## src/rtl/uart_pkg.sv

```systemverilog
// Shared UART definitions: receiver state encoding and default framing
// constants common to uart_tx and uart_rx.
package uart_pkg;

    typedef enum logic [2:0] {
        IDLE,
        START,
        DATA,
        STOP,
        BREAK
    } rx_state_t;

    // 10 MHz clock, 115200 baud
    localparam int unsigned UART_DIVISOR = 86;
    localparam int unsigned UART_WIDTH   = 8;

endpackage

```

## src/rtl/sync_2ff.sv

```systemverilog
// Two-flop synchronizer for a single asynchronous input; INIT is the value
// both flops take during reset.
module sync_2ff #(
    parameter logic INIT = 1'b1
) (
    input  logic clk,
    input  logic rst_n,
    input  logic d,
    output logic q
);

    logic meta;

    always_ff @(posedge clk or negedge rst_n) begin
        if (!rst_n) begin
            meta <= INIT;
            q    <= INIT;
        end else begin
            meta <= d;
            q    <= meta;
        end
    end

endmodule

```

## src/rtl/uart_rx.sv

```systemverilog
// UART receiver: 1 start, WIDTH data bits LSB first, 1 stop, no parity.
// Mid-bit sampling with DIVISOR clk cycles per bit.
module uart_rx
    import uart_pkg::*;
#(
    parameter int unsigned WIDTH   = UART_WIDTH,
    parameter int unsigned DIVISOR = UART_DIVISOR
) (
    input  logic             clk,
    input  logic             i_reset_n,
    input  logic             i_rx,
    output logic [WIDTH-1:0] o_data,
    output logic             o_dv,
    output logic             o_frame_err,
    output logic             o_busy
);

    localparam int unsigned   CW        = $clog2(DIVISOR);
    localparam int unsigned   IW        = $clog2(WIDTH + 1);
    localparam logic [CW-1:0] HALF_LAST = CW'(DIVISOR / 2 - 1);
    localparam logic [CW-1:0] BIT_LAST  = CW'(DIVISOR - 1);
    localparam logic [IW-1:0] IDX_LAST  = IW'(WIDTH - 1);

    logic             rx_s;
    rx_state_t        state;
    logic [CW-1:0]    cnt;
    logic [IW-1:0]    idx;
    logic [WIDTH-1:0] shreg;

    sync_2ff #(.INIT(1'b1)) u_sync (
        .clk   (clk),
        .rst_n (i_reset_n),
        .d     (i_rx),
        .q     (rx_s)
    );

    always_ff @(posedge clk or negedge i_reset_n) begin
        if (!i_reset_n) begin
            state       <= IDLE;
            cnt         <= '0;
            idx         <= '0;
            shreg       <= '0;
            o_data      <= '0;
            o_dv        <= 1'b0;
            o_frame_err <= 1'b0;
            o_busy      <= 1'b0;
        end else begin
            o_dv        <= 1'b0;
            o_frame_err <= 1'b0;
            case (state)
                IDLE: begin
                    if (!rx_s) begin
                        state  <= START;
                        cnt    <= '0;
                        o_busy <= 1'b1;
                    end
                end
                START: begin
                    if (cnt == HALF_LAST) begin
                        cnt <= '0;
                        idx <= '0;
                        if (!rx_s) begin
                            state <= DATA;
                        end else begin
                            state  <= IDLE;
                            o_busy <= 1'b0;
                        end
                    end else begin
                        cnt <= cnt + 1'b1;
                    end
                end
                DATA: begin
                    if (cnt == BIT_LAST) begin
                        cnt <= '0;
                        // Shifting in from the MSB leaves the first bit at
                        // bit 0 after WIDTH samples, same as indexed writes.
                        shreg <= {rx_s, shreg[WIDTH-1:1]};
                        idx   <= idx + 1'b1;
                        if (idx == IDX_LAST) begin
                            state <= STOP;
                        end
                    end else begin
                        cnt <= cnt + 1'b1;
                    end
                end
                STOP: begin
                    if (cnt == BIT_LAST) begin
                        cnt <= '0;
                        if (rx_s) begin
                            o_data <= shreg;
                            o_dv   <= 1'b1;
                            state  <= IDLE;
                            o_busy <= 1'b0;
                        end else begin
                            o_frame_err <= 1'b1;
                            state       <= BREAK;
                        end
                    end else begin
                        cnt <= cnt + 1'b1;
                    end
                end
                BREAK: begin
                    // Held-low line: one error already flagged, wait for idle.
                    if (rx_s) begin
                        state  <= IDLE;
                        o_busy <= 1'b0;
                    end
                end
                default: begin
                    state  <= IDLE;
                    o_busy <= 1'b0;
                end
            endcase
        end
    end

endmodule

```

## config.mk

```make
export PLATFORM = sky130hd
export DESIGN_NAME = uart_rx
export DESIGN_NICKNAME = d
export VERILOG_FILES = /design/src/rtl/uart_pkg.sv /design/src/rtl/sync_2ff.sv /design/src/rtl/uart_rx.sv
export SDC_FILE = /design/constraint.sdc
export NUM_CORES = 1
export LEC_CHECK = 0
export CELL_PAD_IN_SITES_DETAIL_PLACEMENT = 1
export CELL_PAD_IN_SITES_GLOBAL_PLACEMENT = 1
export CORE_MARGIN = 4
export CORE_UTILIZATION = 41
export CTS_BUF_LIST = sky130_fd_sc_hd__clkbuf_16
export CTS_CLUSTER_DIAMETER = 100
export DETAILED_ROUTE_END_ITERATION = 12
export GPL_ROUTABILITY_DRIVEN = 0
export GPL_TIMING_DRIVEN = 1
export PLACE_DENSITY_LB_ADDON = 0.3
export SKIP_CTS_REPAIR_TIMING = 1
export SYNTH_ARGS = -nofsm -noshare
export SYNTH_HDL_FRONTEND = slang
export SYNTH_SLANG_ARGS = --single-unit
```

## constraint.sdc

```tcl
create_clock -name clk -period 1.7 [get_ports clk]
set_input_delay 0.17 -clock clk [delete_from_list [all_inputs] [get_ports clk]]
set_output_delay 0.17 -clock clk [all_outputs]
set_load 0.005 [all_outputs]
```

==> results of run 1 <==
## critical path, stage by stage, from the launching register on
cell	delay, ns
dfrtp_1	0.40
inv_2	0.09
ha_4	0.11
and4b_2	0.31
nand2_4	0.07
nor4_4	0.17
buf_6	0.19
mux2_2	0.35
## kinds of logic after synthesis
family | Yosys count | share of synthesized area
AND/OR/NAND/NOR | 43 | 0.159
flip-flops | 35 | 0.544
AO/OA/AOI/OAI | 20 | 0.0760
multiplexers | 17 | 0.118
buffers and inverters | 12 | 0.0287
XOR/XNOR | 8 | 0.0434
adder cells (fa/ha/maj) | 4 | 0.0310
## area by class of cell
class	instances	area [µm²]	area share
sequential	35	878	0.401
inverter	6	22.5	0.0103
multi-input combinational	93	782	0.357
clock inverter	3	12.5	0.00571
clock buffer	5	125	0.0571
timing repair buffer	34	312	0.142
tap	48	60.1	0.0274
## stage by stage
stage / setup slack (ns) / setup TNS (ns) / cells
after floorplan: -0.0854 / -0.683 / 139
after global placement: -0.0313 / -0.289 / 211
after detailed placement: -0.187 / -2.43 / 211
after CTS: -0.204 / -2.86 / 219
after global routing: -0.169 / -2.63 / 224
final: -0.113 / -1.27 / 224
## metal layers
metal	GRT usage	up-vias	wire length, µm
met5	0	-	0
met4	0.0647	0	33
met3	0.0483	4	164
met2	0.276	30	2200
met1	0.225	621	1970
li1	-	561	-
## worst max-delay path by stage
stage	start	end	slack (ns)
5_1_grt	cnt[1]$_DFFE_PN0P_	o_data[4]$_DFFE_PN0P_	-0.17
3_3_place_gp	cnt[1]$_DFFE_PN0P_	shreg[3]$_DFFE_PN0P_	-0.03
4_1_cts	cnt[1]$_DFFE_PN0P_	state[0]$_DFFE_PN0P_	-0.20
2_1_floorplan	cnt[1]$_DFFE_PN0P_	o_data[0]$_DFFE_PN0P_	-0.09
6_report	cnt[1]$_DFFE_PN0P_	o_data[1]$_DFFE_PN0P_	-0.11
3_5_place_dp	cnt[1]$_DFFE_PN0P_	state[0]$_DFFE_PN0P_	-0.19
## state kept, by name, summed over array words and instances, names as in the netlist
| name | flops |
|---|---|
| o_frame_err | 1 |
| idx | 4 |
| state | 3 |
| shreg | 8 |
| o_busy | 1 |
| o_dv | 1 |
| o_data | 8 |
| u_sync.meta | 1 |
| cnt | 7 |
| u_sync.q | 1 |
## cell usage in the layout (no fill, tap or decap), types with 3 or more instances in the layout
cell type,Yosys,final
clkbuf_16,0,5
nand2_1,10,9
buf_6,0,3
o21ai_0,4,4
a21oi_1,9,8
mux2_4,0,8
nor2_1,9,8
dfrtp_1,33,33
nor3b_1,3,3
mux2_2,16,8
inv_1,6,7
clkdlybuf4s50_1,0,13
ha_1,4,3
xnor2_1,6,6
nand3_1,5,5
buf_4,0,17
## power by group through the flow
stage                     logic (mW)  clock network (mW)  registers [mW]
after floorplan               0.0874                   0           0.894
final                          0.235               0.848           0.892
after global placement         0.178                   0           0.896
after detailed placement       0.192                   0           0.900
after CTS                      0.193               0.858           0.887
after global routing           0.260               0.914           0.895
==> summary.md, run 1 <==
| Metric | Value |
|---|---|
| Status | finished with violations |
| Violated checks | negative setup slack |
| FP Rows | 22 |
| HP Class | in2reg |
| Synth cell count leaders | dfrtp_1, mux2_2, nand2_1, a21oi_1, nor2_1 |
| Sw Share | 0.238 |
| Power Internal | 1.51 mW |
| Reg clk slew, reported paths | 0.05 ns |
| Maximum vdd drop | 0.559 mV |
| Syn Area/Cell | 11.6 µm² |
| Fin crit share | 1.07 |
| Final Hold Viols | 0 |
| Clock Root Buffer | clkbuf_16 |
| First-pass GRT wire length | 6.79 mm |
| Global Route Usage Sum | 0.173 |
| Routed via count | 1216 |
| Starting density of the core | 0.431 |
| Setup WS post-layout | -0.113 ns |
| Synth top area share | 0.512 |
| Finished Core Util | 0.586 |
| Io pins | 14 |
| Synth Warn # | 0 |
| Post-DRT Antenna Nets | 0 |
| Cell taking the most area after synthesis | dfrtp_1 |
| Nets | 182 |
| Vias per cell | 5.43 |
| H-tree depth | 2 |
| Minimum clock period | 1.81 ns |
| Static leakage | 1.03 nW |
| Setup CP Type | reg2reg |
| Core Area | 3740 µm² |
| Combinational fraction of design power | 0.119 |
| Skew final | 0.00297 ns |
| Worst r2r src | cnt[1]$_DFFE_PN0P_ |
| Startpoint Class | flip-flop |
| Worst-path maximum fanout | 9 |
| Mapped Nets | 146 |
| Largest net degree at the start of global routing | 36 |
| Final Cell Area | 2190 µm² |
| Top-count cell post-synth | dfrtp_1 |
| Pwr Total | 1.98 mW |
| Worst Path Required | 1.85 ns |
| Final WL | 4.37 mm |
| Slew @ Worst Pin | 0.447 ns |
| CTS sink count | 35 |
| TritonRoute pass-1 iters | 4 |
| Worst slew margin | 0.702 |
| Die area | 5000 µm² |
| Fmax | 0.551 GHz |
| # DRC | 0 |
| # diodes | 0 |
| Clock latency on the worst-skew pair | 0.27 ns |
| Flop pwr share | 0.452 |
| Worst R2R End | o_data[1]$_DFFE_PN0P_ |
| PD cells | 901 nW/µm² |
| Initial antenna violation count | 0 |
| #FFs+latches synth | 35 |
| Clk pwr share | 0.429 |
| Setup slack, reg-to-reg | -0.11 ns |
| Most used DFF post-synth | dfrtp_1 |
| Vias in the first global route | 1341 |
| Clk buf depth | 2 |
| Slew Limit Fails | 0 |
| Share of layout cells above drive strength 1 | 0.347 |
| Synth cell types | 32 |
| Wire length per cell | 19.5 µm |
| Hpwl dp | 2.68 mm |
| Async SR Flop Fraction | 1.00 |
| Filler cells | 395 |
| Cts bufs inserted | 5 |
| # Max-Cap Violations | 0 |
| Sequential area share after synthesis | 0.544 |
| First DRT Iteration DRCs | 84 |
| Hold Crit Endpoint | u_sync.meta$_DFF_PN1_ |
| I/O Buffers | 13 |
| CTS tree | done |
| Die Width | 70.7 µm |
| Final count of negative-setup-slack endpoints | 18 |
| Crit. End Element | flip-flop |
| Hold depth | 1 |
| Layout Area Growth over Synthesis | 35.8% |
| Die Ht | 70.7 µm |
| Dpl cell area | 1910 µm² |
| Final hold slack | 0.302 ns |
| Post-Syn Instances | 139 |
| Unrepaired setup endpoints after global routing | yes |
| EDFF count, synth | 0 |
| Mapped Area | 1610 µm² |
| Worst r2r path cells | 7 |
| Dominant cells by area after synthesis | dfrtp_1, mux2_2, dfstp_2, xnor2_1, ha_1 |
| GR Overflow Total | 0 |
| Crit path DAT | 1.97 ns |
| Sw Pwr | 0.470 mW |
| Worst Min Path Start | i_rx |
Note: power is estimated with default switching activity, not from simulation.
==> run 2: changes to the inputs <==
Settings changed: SKIP_CTS_REPAIR_TIMING 1 to default.
==> summary.md, run 2 (same netlist as run 1, synthesis figures left out) <==
| Metric | Value |
|---|---|
| PD cells | 887 nW/µm² (-1.6%) |
| GR Overflow Total | 0 (unchanged) |
| Unrepaired setup endpoints after global routing | yes |
| Worst slew margin | 0.705 (+0.00235) |
| # diodes | 0 (unchanged) |
| Routed via count | 1221 (+0.41%) |
| Post-Place Cells | 211 (unchanged) |
| Most frequent cells in the layout | dfrtp_1, buf_4, clkdlybuf4s50_1 |
| Top Registers | o_data: 8 flops, shreg: 8 flops, cnt: 7 flops |
| Worst R2R End | o_data[1]$_DFFE_PN0P_ |
| CTS tree | done |
| Final Hold Viols | 0 (unchanged) |
| Clock latency on the worst-skew pair | 0.27 ns (about the same) |
| Filler cells | 406 (+2.8%) |
| Minimum clock period | 1.80 ns (-0.0104 ns) |
| First-pass GRT wire length | 7.09 mm (+4.5%) |
| Setup crit start | cnt[1]$_DFFE_PN0P_ |
| Slew @ Worst Pin | 0.443 ns (-0.00353 ns) |
| Crit path capture | o_data[1]$_DFFE_PN0P_ |
| Skew final | 0.00277 ns (-0.000203 ns) |
| Crit. End Element | flip-flop |
| Status | finished with violations |
| Clock Root Buffer | clkbuf_16 |
| Post-DRT Antenna Nets | 0 (unchanged) |
| Combinational fraction of design power | 0.117 (-0.002) |
| Hpwl dp | 2.68 mm (unchanged) |
| First DRT Iteration DRCs | 49 (-42%) |
| Largest net degree at the start of global routing | 36 (unchanged) |
| Io pins | 14 (unchanged) |
| Worst r2r path cells | 7 (unchanged) |
| Worst path max stage delay | 0.39 ns (about the same) |
| Static leakage | 1.04 nW (+1.0%) |
| Nets | 184 (+1.1%) |
| Final count of negative-setup-slack endpoints | 18 (unchanged) |
| Vias in the first global route | 1379 (+2.8%) |
| Violated checks | negative setup slack |
| Crit path DAT | 1.96 ns (about the same) |
| Core Area | 3740 µm² (unchanged) |
| H-tree depth | 2 (unchanged) |
| Worst r2r src | cnt[1]$_DFFE_PN0P_ |
| Sw Pwr | 0.464 mW (-1.2%) |
| Die Width | 70.7 µm (unchanged) |
| Starting density of the core | 0.431 (unchanged) |
| Global Route Usage Sum | 0.182 (+0.00833) |
| Clk pwr share | 0.430 (about the same) |
| Startpoint Class | flip-flop |
| Fmax | 0.555 GHz (+0.57%) |
| I/O Buffers | 13 (unchanged) |
| Maximum vdd drop | 0.536 mV (-4.0%) |
| Setup CP Type | reg2reg |
| Layout Area Growth over Synthesis | 37.5% |
| Share of layout cells above drive strength 1 | 0.365 (+0.0186) |
| Worst Path Required | 1.85 ns (about the same) |
| Crit-path cells | inv_2, ha_4, and4b_2, nand2_4, nor4_4, buf_6, mux2_2 |
| FP Rows | 22 (unchanged) |
| # Max-Cap Violations | 0 (unchanged) |
| Vias per cell | 5.40 (-0.48%) |
| Slew Limit Fails | 0 (unchanged) |
| Worst-path maximum fanout | 9 (unchanged) |
| Critical Path Slowest Stage Cell | dfrtp_1 |
| TritonRoute pass-1 iters | 4 (unchanged) |
| Sw Share | 0.236 (-0.00217) |
| Commonest non-fill, non-tap cell in the layout | dfrtp_1 |
| Cts bufs inserted | 5 (unchanged) |
| Fin crit share | 1.06 (-0.00610) |
| HP Class | in2async |
| Wire length per cell | 19.4 µm (-0.54%) |
| CTS sink count | 35 (unchanged) |
| Reg clk slew, reported paths | 0.05 ns (about the same) |
| Initial antenna violation count | 0 (unchanged) |
| Final Non-Filler Cells | 226 (+0.89%) |
| Clk buf depth | 2 (unchanged) |
| Final WL | 4.39 mm (+0.34%) |
| Die Ht | 70.7 µm (unchanged) |
| Setup WS post-layout | -0.103 ns (+0.0104 ns) |
| Die area | 5000 µm² (unchanged) |
| Setup TNS | -1.23 ns (+0.0400 ns) |
| Dpl ws | -0.187 ns (unchanged) |
| Power Internal | 1.50 mW (about the same) |
| Flop pwr share | 0.453 (about the same) |
| Setup slack, reg-to-reg | -0.10 ns (about the same) |
| # DRC | 0 (unchanged) |
[run 2: area by class of cell]
type / instances / area (µm²) / share of cell area
Inverter: 6 / 22.5 / 0.0101
Clock inverter: 3 / 12.5 / 0.00564
Clock buffer: 5 / 125 / 0.0564
Timing Repair Buffer: 36 / 327 / 0.147
Sequential cell: 35 / 878 / 0.396
Multi-Input combinational cell: 93 / 795 / 0.358
Tap cell: 48 / 60.1 / 0.0271
[run 2: worst min-delay path by stage]
| stage | from | to | slack (ns) |
|---|---|---|---|
| 6_report | i_reset_n | o_frame_err$_DFF_PN0_ | 0.30 |
| 5_1_grt | i_rx | u_sync.meta$_DFF_PN1_ | 0.30 |
| 4_1_cts | i_rx | u_sync.meta$_DFF_PN1_ | 0.30 |
| 3_5_place_dp | u_sync.meta$_DFF_PN1_ | u_sync.q$_DFF_PN1_ | 0.35 |
| 3_3_place_gp | u_sync.meta$_DFF_PN1_ | u_sync.q$_DFF_PN1_ | 0.35 |
| 2_1_floorplan | i_reset_n | cnt[0]$_DFFE_PN0P_ | -0.13 |
[run 2: what timing repair did]
action,in CTS,in global routing
gates cloned,0,1
endpoints found under the hold margin,0,0
resized for setup,7,21
endpoints found under the setup margin,25,28
pin swaps,1,2
setup buffers,3,3
hold buffers,0,0
[run 2: per-layer routing]
layer	global-route usage	routed length, µm
met5	0	0
met4	0.0585	19
met3	0.0455	114
met2	0.302	2370
met1	0.232	1880
[run 2: worst max-delay path, delay by kind of cell (launching register included)]
family / cells / cell delay (ns)
buf+inv: 2 / 0.28
fa+ha+maj: 1 / 0.12
simple gates: 3 / 0.56
flops: 1 / 0.39
mux: 1 / 0.34
[run 2: per-stage QoR]
step / area (µm²) / utilization / hold WS, ns / power, mW
finish: 2220 / 0.593 / 0.301 / 1.97
global route: 2220 / 0.593 / 0.296 / 2.06
CTS: 2100 / 0.561 / 0.298 / 1.95
detailed placement: 1910 / 0.510 / 0.347 / 1.09
global placement: 1910 / 0.510 / 0.347 / 1.07
floorplan: 1620 / - / -0.126 / 0.981
[run 2: power by group through the flow]
stage	clock (mW)	combinational [mW]	sequential [mW]
2_1_floorplan	0	0.0874	0.894
5_1_grt	0.914	0.253	0.894
3_3_place_gp	0	0.178	0.896
4_1_cts	0.858	0.209	0.888
6_report	0.846	0.231	0.892
3_5_place_dp	0	0.192	0.900
